**src/rtl/ic_tag_ecc_pkg.sv**
```systemverilog
// rtl/ic_tag_ecc_pkg.sv - shared I-cache tag ECC code: H columns, inversion mask, encoder
package ic_tag_ecc_pkg;

    localparam int DATA_W = 21;
    localparam int ADDR_W = 8;
    localparam int ECC_W  = 7;
    localparam int CNT_W  = 8;
    localparam int IDX_W  = 5;

    // Data then address columns are the first 29 weight-3 codes in ascending order; check columns are unit vectors.
    localparam logic [ECC_W-1:0] DATA_COL [DATA_W] = '{
        7'h07, 7'h0B, 7'h0D, 7'h0E, 7'h13, 7'h15, 7'h16, 7'h19, 7'h1A, 7'h1C, 7'h23,
        7'h25, 7'h26, 7'h29, 7'h2A, 7'h2C, 7'h31, 7'h32, 7'h34, 7'h38, 7'h43
    };
    localparam logic [ECC_W-1:0] ADDR_COL [ADDR_W] = '{
        7'h45, 7'h46, 7'h49, 7'h4A, 7'h4C, 7'h51, 7'h52, 7'h54
    };

    // Even-weight mask pushes stuck-at-0 and stuck-at-1 words onto even nonzero syndromes.
    localparam logic [ECC_W-1:0] INV_MASK = 7'h03;

    typedef enum logic [2:0] {
        CLS_CLEAN   = 3'd0,
        CLS_SB_DATA = 3'd1,
        CLS_SB_ECC  = 3'd2,
        CLS_ADDR    = 3'd3,
        CLS_DB      = 3'd4
    } ecc_class_e;

    function automatic logic [ECC_W-1:0] ecc_encode(input logic [DATA_W-1:0] data,
                                                   input logic [ADDR_W-1:0] addr);
        logic [ECC_W-1:0] p;
        p = INV_MASK;
        for (int i = 0; i < DATA_W; i++)
            if (data[i]) p = p ^ DATA_COL[i];
        for (int j = 0; j < ADDR_W; j++)
            if (addr[j]) p = p ^ ADDR_COL[j];
        return p;
    endfunction

endpackage

```
**src/rtl/ic_tag_ecc_syndrome.sv**
```systemverilog
// rtl/ic_tag_ecc_syndrome.sv - combinational syndrome and H-column lookup
module ic_tag_ecc_syndrome
    import ic_tag_ecc_pkg::*;
(
    input  logic [DATA_W-1:0] data,
    input  logic [ECC_W-1:0]  ecc,
    input  logic [ADDR_W-1:0] addr,
    output logic [ECC_W-1:0]  syndrome,
    output ecc_class_e        cls,
    output logic [IDX_W-1:0]  bit_idx
);

    logic [ECC_W-1:0] syn;
    logic             odd;

    assign syn      = ecc_encode(data, addr) ^ ecc;
    assign odd      = ^syn;
    assign syndrome = syn;

    always_comb begin
        cls     = CLS_DB;
        bit_idx = '0;
        if (syn == '0) begin
            cls = CLS_CLEAN;
        end else begin
            for (int i = 0; i < DATA_W; i++) begin
                if (odd && syn == DATA_COL[i]) begin
                    cls     = CLS_SB_DATA;
                    bit_idx = IDX_W'(i);
                end
            end
            if (odd && $onehot(syn))
                cls = CLS_SB_ECC;
            for (int j = 0; j < ADDR_W; j++)
                if (syn == ADDR_COL[j])
                    cls = CLS_ADDR;
        end
    end

endmodule

```
**config.mk**
```make
export PLATFORM = sky130hd
export DESIGN_NAME = ic_tag_ecc_syndrome
export DESIGN_NICKNAME = d
export VERILOG_FILES = /design/src/rtl/ic_tag_ecc_pkg.sv /design/src/rtl/ic_tag_ecc_syndrome.sv
export SDC_FILE = /design/constraint.sdc
export NUM_CORES = 1
export LEC_CHECK = 0
export CAP_MARGIN = 20
export CORE_ASPECT_RATIO = 1.25
export CORE_MARGIN = 3
export CORE_UTILIZATION = 48
export DETAILED_ROUTE_END_ITERATION = 8
export PLACE_DENSITY = 0.85
export SLEW_MARGIN = 25
export SYNTH_ARGS = -nofsm -noshare
export SYNTH_HDL_FRONTEND = slang
export SYNTH_SLANG_ARGS = --single-unit
```
**constraint.sdc**
```tcl
create_clock -name vclk -period 7.6
set_input_delay 1.9 -clock vclk [all_inputs]
set_output_delay 1.9 -clock vclk [all_outputs]
set_load 0.05 [all_outputs]
```
==> results of run 1 <==
cells by family after synthesis:
family	after synthesis	share of synthesized area, %
AOI/OAI and AO/OA	29	14.64
muxes	3	2.116
and+or+nand+nor	50	18.78
buffers and inverters	13	3.616
adders and majority gates	9	9.524
xor gates and xnor gates	64	51.32
per-stage QoR:
step	setup TNS, ns	hold slack, ns
floorplan	-0.03364	4.271
detailed placement	-1.365	5.305
global placement	-0.8860	5.322
Yosys cell counts, types with 4 or more instances:
master	instances
nand2_1	9
ha_1	6
a22o_1	4
xnor3_1	10
nor2_1	11
inv_1	8
nand3_1	13
o21ai_0	5
xor2_1	9
nor3_1	4
xnor2_1	43
==> results.toml, run 1 <==
[run_status]
status = "stopped before the end"
lastStage = "4_1_cts"
first-error = "[ERROR DPL-0033] detailed placement checks failed during check placement."

[logic_synthesis]
synth_area_leaders = "xnor2_1, xnor3_1, xor2_1, ha_1, nand3_1"
syn-num-nets = 213
synth_top_area_share_pct = 26.54
synth_area_um2 = 1419
synth-seq-area-share_pct = 0
synth_area_leader_cell = "xnor2_1"
yosys.cell_types.count = 39
synthCells = 168
synth-warning-count = 0
syn_area_per_cell_um2 = 8.446

[floorplan]
die_w_um = 54.63
die_h_um = 66.79
rows = 21
io_pins = 51
start_util_pct = 51.43

[place]
place_area_um2 = 2426
gp_congestion = 1.054
post-place-ws_ns = -0.5060
io_buffers = 51
hpwl_um = 4591
placedCellCount = 299

[clock_tree]
hold_buffers = 0
cts_resized = 128
post_cts_buffers = 13
==> run 2: changes to the inputs <==
--- a/config.mk
+++ b/config.mk
@@ -6,11 +6,10 @@
 export NUM_CORES = 1
 export LEC_CHECK = 0
 export CAP_MARGIN = 20
-export CORE_ASPECT_RATIO = 1.25
 export CORE_MARGIN = 3
-export CORE_UTILIZATION = 48
+export CORE_UTILIZATION = 35
 export DETAILED_ROUTE_END_ITERATION = 8
-export PLACE_DENSITY = 0.85
+export PLACE_DENSITY_LB_ADDON = 0.15
 export SLEW_MARGIN = 25
 export SYNTH_ARGS = -nofsm -noshare
 export SYNTH_HDL_FRONTEND = slang
==> run 2 against run 1 <==
  * The flow now finishes without violations
  * Synthesized area unchanged
  * Synthesized cell count unchanged
==> results.toml, run 2 <==
[run_status]
status = "finished, final reports clean"

[grt]
grt_max_degree = 19
grt_usage_pct = 18.39
grt_overflow = 0
grt_first_pass_wirelength_um = 7562
antenna_found_initial = 0
grt_pass1_vias = 1576

[layout]
areaGrowthSynthToFinish_pct = 81.22
post-route-util_pct = 68.18
final_common_cell = "buf_4"
ff_latch_area_um2 = 0
nFlopsAndLatches = 0
layout.nets = 312
final_cell_mix = "buf_4, xnor2_2, xnor2_1"
n_antenna_cell = 0
drive_gt1_share_pct = 46.04
clkbuf_count = 0

[sta]
fmaxAchievable_mhz = 132.6
finalMaxSlewViolations = 0
setup_violations = 0
rsz0062_at_grt = "true"
layout_min_cycle_time_ns = 7.543
tightest_slew_ns = 0.6316
fin_crit_sh_pct = 99.26
slew-limit-headroom_pct = 57.30
hold_viol_final = 0

[logic_synthesis]
synth_area_leaders = "xnor2_1, xnor3_1, xor2_1, ha_1, nand3_1"
synth_area_leader_cell = "xnor2_1"
synth_most_common_cell = "xnor2_1"
synth_top_area_share_pct = 26.54
synth_area_um2 = 1419
synth_commonest_cells = "xnor2_1, nand3_1, nor2_1, xnor3_1"
synth-warning-count = 0
synthCells = 168
syn_area_per_cell_um2 = 8.446
yosys.cell_types.count = 39
syn-num-nets = 213
synth-seq-area-share_pct = 0

[routing]
detail_route.wl_per_cell_um = 14.92
firstDrtPassIters = 4
vias = 1584
drcViolationCount = 0
postRouteAntennaNets = 0
viasPerCell = 5.061
routed_wl_um = 4671
drt-initial-drc-count = 144

[place]
io_buffers = 51
hpwl_um = 3748
gp_congestion = 0.9115

[worst_setup_path]
cp-end-kind = "output port"
critPathKind = "primary input to output port"
worstSetupStartpointType = "primary input"
crit_arrival_ns = 5.64
required_ns = 5.70
worstPathMaxFanout = 2

[floorplan]
start_util_pct = 37.62
die_h_um = 69.67
dieArea_um2 = 4854
die_w_um = 69.67
coreArea_um2 = 3771
rows = 22
io_pins = 51

[clock_tree]
hold_buffers = 0

[worst_hold_path]
hold_class = "primary input to output port"

[job]
cap_violations = 0
==> run 2: kinds of logic after synthesis <==
group | after synthesis | share of synthesized area (%)
multiplexers | 3 | 2.116
AO/OA/AOI/OAI | 29 | 14.64
AND/OR/NAND/NOR | 50 | 18.78
adder cells (fa/ha/maj) | 9 | 9.524
XOR/XNOR | 64 | 51.32
buffers and inverters | 13 | 3.616
==> run 2: final timing paths <==
| kind | start | end | slack [ns] | cells past startpoint |
|---|---|---|---|---|
| worst max-delay path | data[16] | cls[1] | 0.06 | 17 |
| worst min-delay path | data[15] | bit_idx[4] | 5.12 | 10 |
==> run 2: timing repair <==
action | in CTS | in global routing
buffers inserted | 8 | 3
pin swaps | 32 | 27
endpoints found under the setup margin | 3 | 3
gates resized for setup | 71 | 45
==> run 2: metal layers <==
metal | wire length, µm | vias to the layer above | track usage [%]
met5 | 0 | - | 0
met4 | 0 | 0 | 0
met3 | 266 | 0 | 0.1449
met2 | 2404 | 56 | 34.00
met1 | 1999 | 743 | 25.57
li1 | - | 785 | -
==> run 2: layout make-up <==
cell class | count | area, µm²
multi-input combinational | 155 | 1632
timing repair buffer | 101 | 845.8
inverter | 9 | 33.78
tap | 48 | 60.06
fill | 295 | 1200
==> run 2: worst max-delay path, cell delays in order <==
cell and delay [ns]:
dlygate4sd2_1 0.27, xnor2_1 0.15, xnor2_1 0.27, xnor2_2 0.13, xnor2_2 0.17, fa_1 0.56, inv_2 0.04, fa_1 0.49
xor2_1 0.18, ha_2 0.18, a21o_1 0.16, fa_1 0.43, nor2_1 0.12, nand3_1 0.12, buf_6 0.15, a21boi_4 0.16
buf_12 0.15
==> run 2: stage by stage <==
stage                     setup TNS, ns  instances  hold slack (ns)  setup WS (ns)  area [µm²]
final                                 0        313            5.122        0.05660        2571
after global routing            -0.1682        313            5.206       -0.08343        2571
after CTS                      -0.03431        311            5.126       -0.01969        2515
after detailed placement         -1.189        305            5.331        -0.4190        2384
after global placement           -1.035        305            5.289        -0.3627        2384
after floorplan                -0.03364        168            4.271       -0.01763        1475
Power of run 2 is left out: the tool's default activity adds up to more than one toggle a clock period on the data nets, which glitch-free logic cannot reach.
==> run 3: changes to the inputs <==
--- a/config.mk
+++ b/config.mk
@@ -7,7 +7,7 @@
 export LEC_CHECK = 0
 export CAP_MARGIN = 20
 export CORE_MARGIN = 3
-export CORE_UTILIZATION = 35
+export CORE_UTILIZATION = 26
 export DETAILED_ROUTE_END_ITERATION = 8
 export PLACE_DENSITY_LB_ADDON = 0.15
 export SLEW_MARGIN = 25
==> run 3 against run 2 <==
  * Via count rose by 0.95%
  * Global-route usage fell by 4.0 points
  * Worst hold slack got worse by 0.041 ns
  * Core utilization fell by 17 points
  * Sequential share of layout area did not move
  * Maximum frequency fell by 0.22%
  * Sequential cell count did not move
  * Critical endpoint is now cls[0]
  * Largest cell class unchanged
  * Highest routed layer unchanged
==> results.toml, run 3 (synthesis results as in run 2) <==
[job]
cap_violations = 0

[sta]
slew-limit-headroom_pct = 59.57
hold_viol_final = 0
setup_violations = 0
fmaxAchievable_mhz = 132.3
tightest_slew_ns = 0.5980
layout_min_cycle_time_ns = 7.560
finalMaxSlewViolations = 0
fin_crit_sh_pct = 99.47
rsz0062_at_grt = "true"

[place]
gp_congestion = 0.8042
io_buffers = 51
hpwl_um = 3651
place_area_um2 = 2481

[floorplan]
rows = 26
start_util_pct = 27.26
dieArea_um2 = 6379
die_h_um = 79.87
die_w_um = 79.87
io_pins = 51
coreArea_um2 = 5205

[routing]
firstDrtPassIters = 4
routed_wl_um = 4506
detail_route.wl_per_cell_um = 13.14
postRouteAntennaNets = 0
viasPerCell = 4.662
drt-initial-drc-count = 51
drcViolationCount = 0
vias = 1599

[run_status]
status = "finished, final reports clean"

[grt]
use_met1_pct = 22.22
grt_busiest_layer = "met2"
grt_overflow = 0
grt_max_degree = 19
antenna_found_initial = 0
grt_pass1_vias = 1605
grt_usage_pct = 14.37
grt_use_met3_pct = 0.3386
grt_first_pass_wirelength_um = 7569
use_met2_pct = 23.54

[layout]
ff_latch_area_um2 = 0
final_area_um2 = 2685
layout.nets = 320
post-route-util_pct = 51.59
n_antenna_cell = 0
areaGrowthSynthToFinish_pct = 89.24
nFlopsAndLatches = 0
drive_gt1_share_pct = 44.69
final_common_cell = "buf_4"
clkbuf_count = 0
final_cell_mix = "buf_4, xnor2_1, xnor2_2"

[worst_hold_path]
hold_class = "primary input to output port"
hold_path_startpoint = "data[14]"

[worst_setup_path]
worstPathMaxFanout = 2
cp-startpoint = "data[9]"
cp-end-kind = "output port"
crit_arrival_ns = 5.66
required_ns = 5.70
worstSetupStartpointType = "primary input"
critPathKind = "primary input to output port"

[clock_tree]
hold_buffers = 0
-- run 3: routing by layer --
layer | part of all wire [%] | up-vias
met4 | 0 | 0
met5 | 0 | -
met2 | 47 | 56
met3 | 4.5 | 0
li1 | - | 807
met1 | 48 | 736
-- run 3: path summary, 6_finish.rpt --
check / end / slack [ns] / cells past startpoint
max: cls[0] / 0.04 / 16
min: bit_idx[4] / 5.08 / 10
-- run 3: layout make-up --
type	instances	area, µm²
well taps	70	87.58
inverters	9	33.78
fillers	502	2520
repair buffers	109	968.4
multi-input cells	155	1595
-- run 3: repair_timing --
item / 4_1_cts / 5_1_grt
resized for setup: 64 / 41
buffers inserted: 7 / 3
endpoints found under the setup margin: 3 / 3
pin swaps: 29 / 30
-- run 3: worst max-delay path, cell delays in order --
cell and delay, ns:
buf_6 0.07, xnor3_1 0.43, xnor2_2 0.20, xnor3_2 0.46, inv_2 0.07, fa_1 0.42
inv_2 0.07, fa_1 0.45, xor2_1 0.17, ha_2 0.17, a21o_1 0.16, fa_1 0.42
nor2_1 0.10, nand3_1 0.12, o211a_2 0.29, buf_6 0.15
-- run 3: through the flow --
stage                     instances  setup WS, ns  hold slack, ns  setup TNS, ns
after floorplan                 168      -0.01763           4.271       -0.03364
after global placement          333       -0.3302           5.468        -0.9442
after detailed placement        333       -0.3864           5.456         -1.116
after CTS                       340      -0.06416           5.090        -0.1672
after global routing            343       -0.1346           5.158        -0.3746
final                           343       0.04014           5.081              0
Power of run 3 is left out for the same reason.
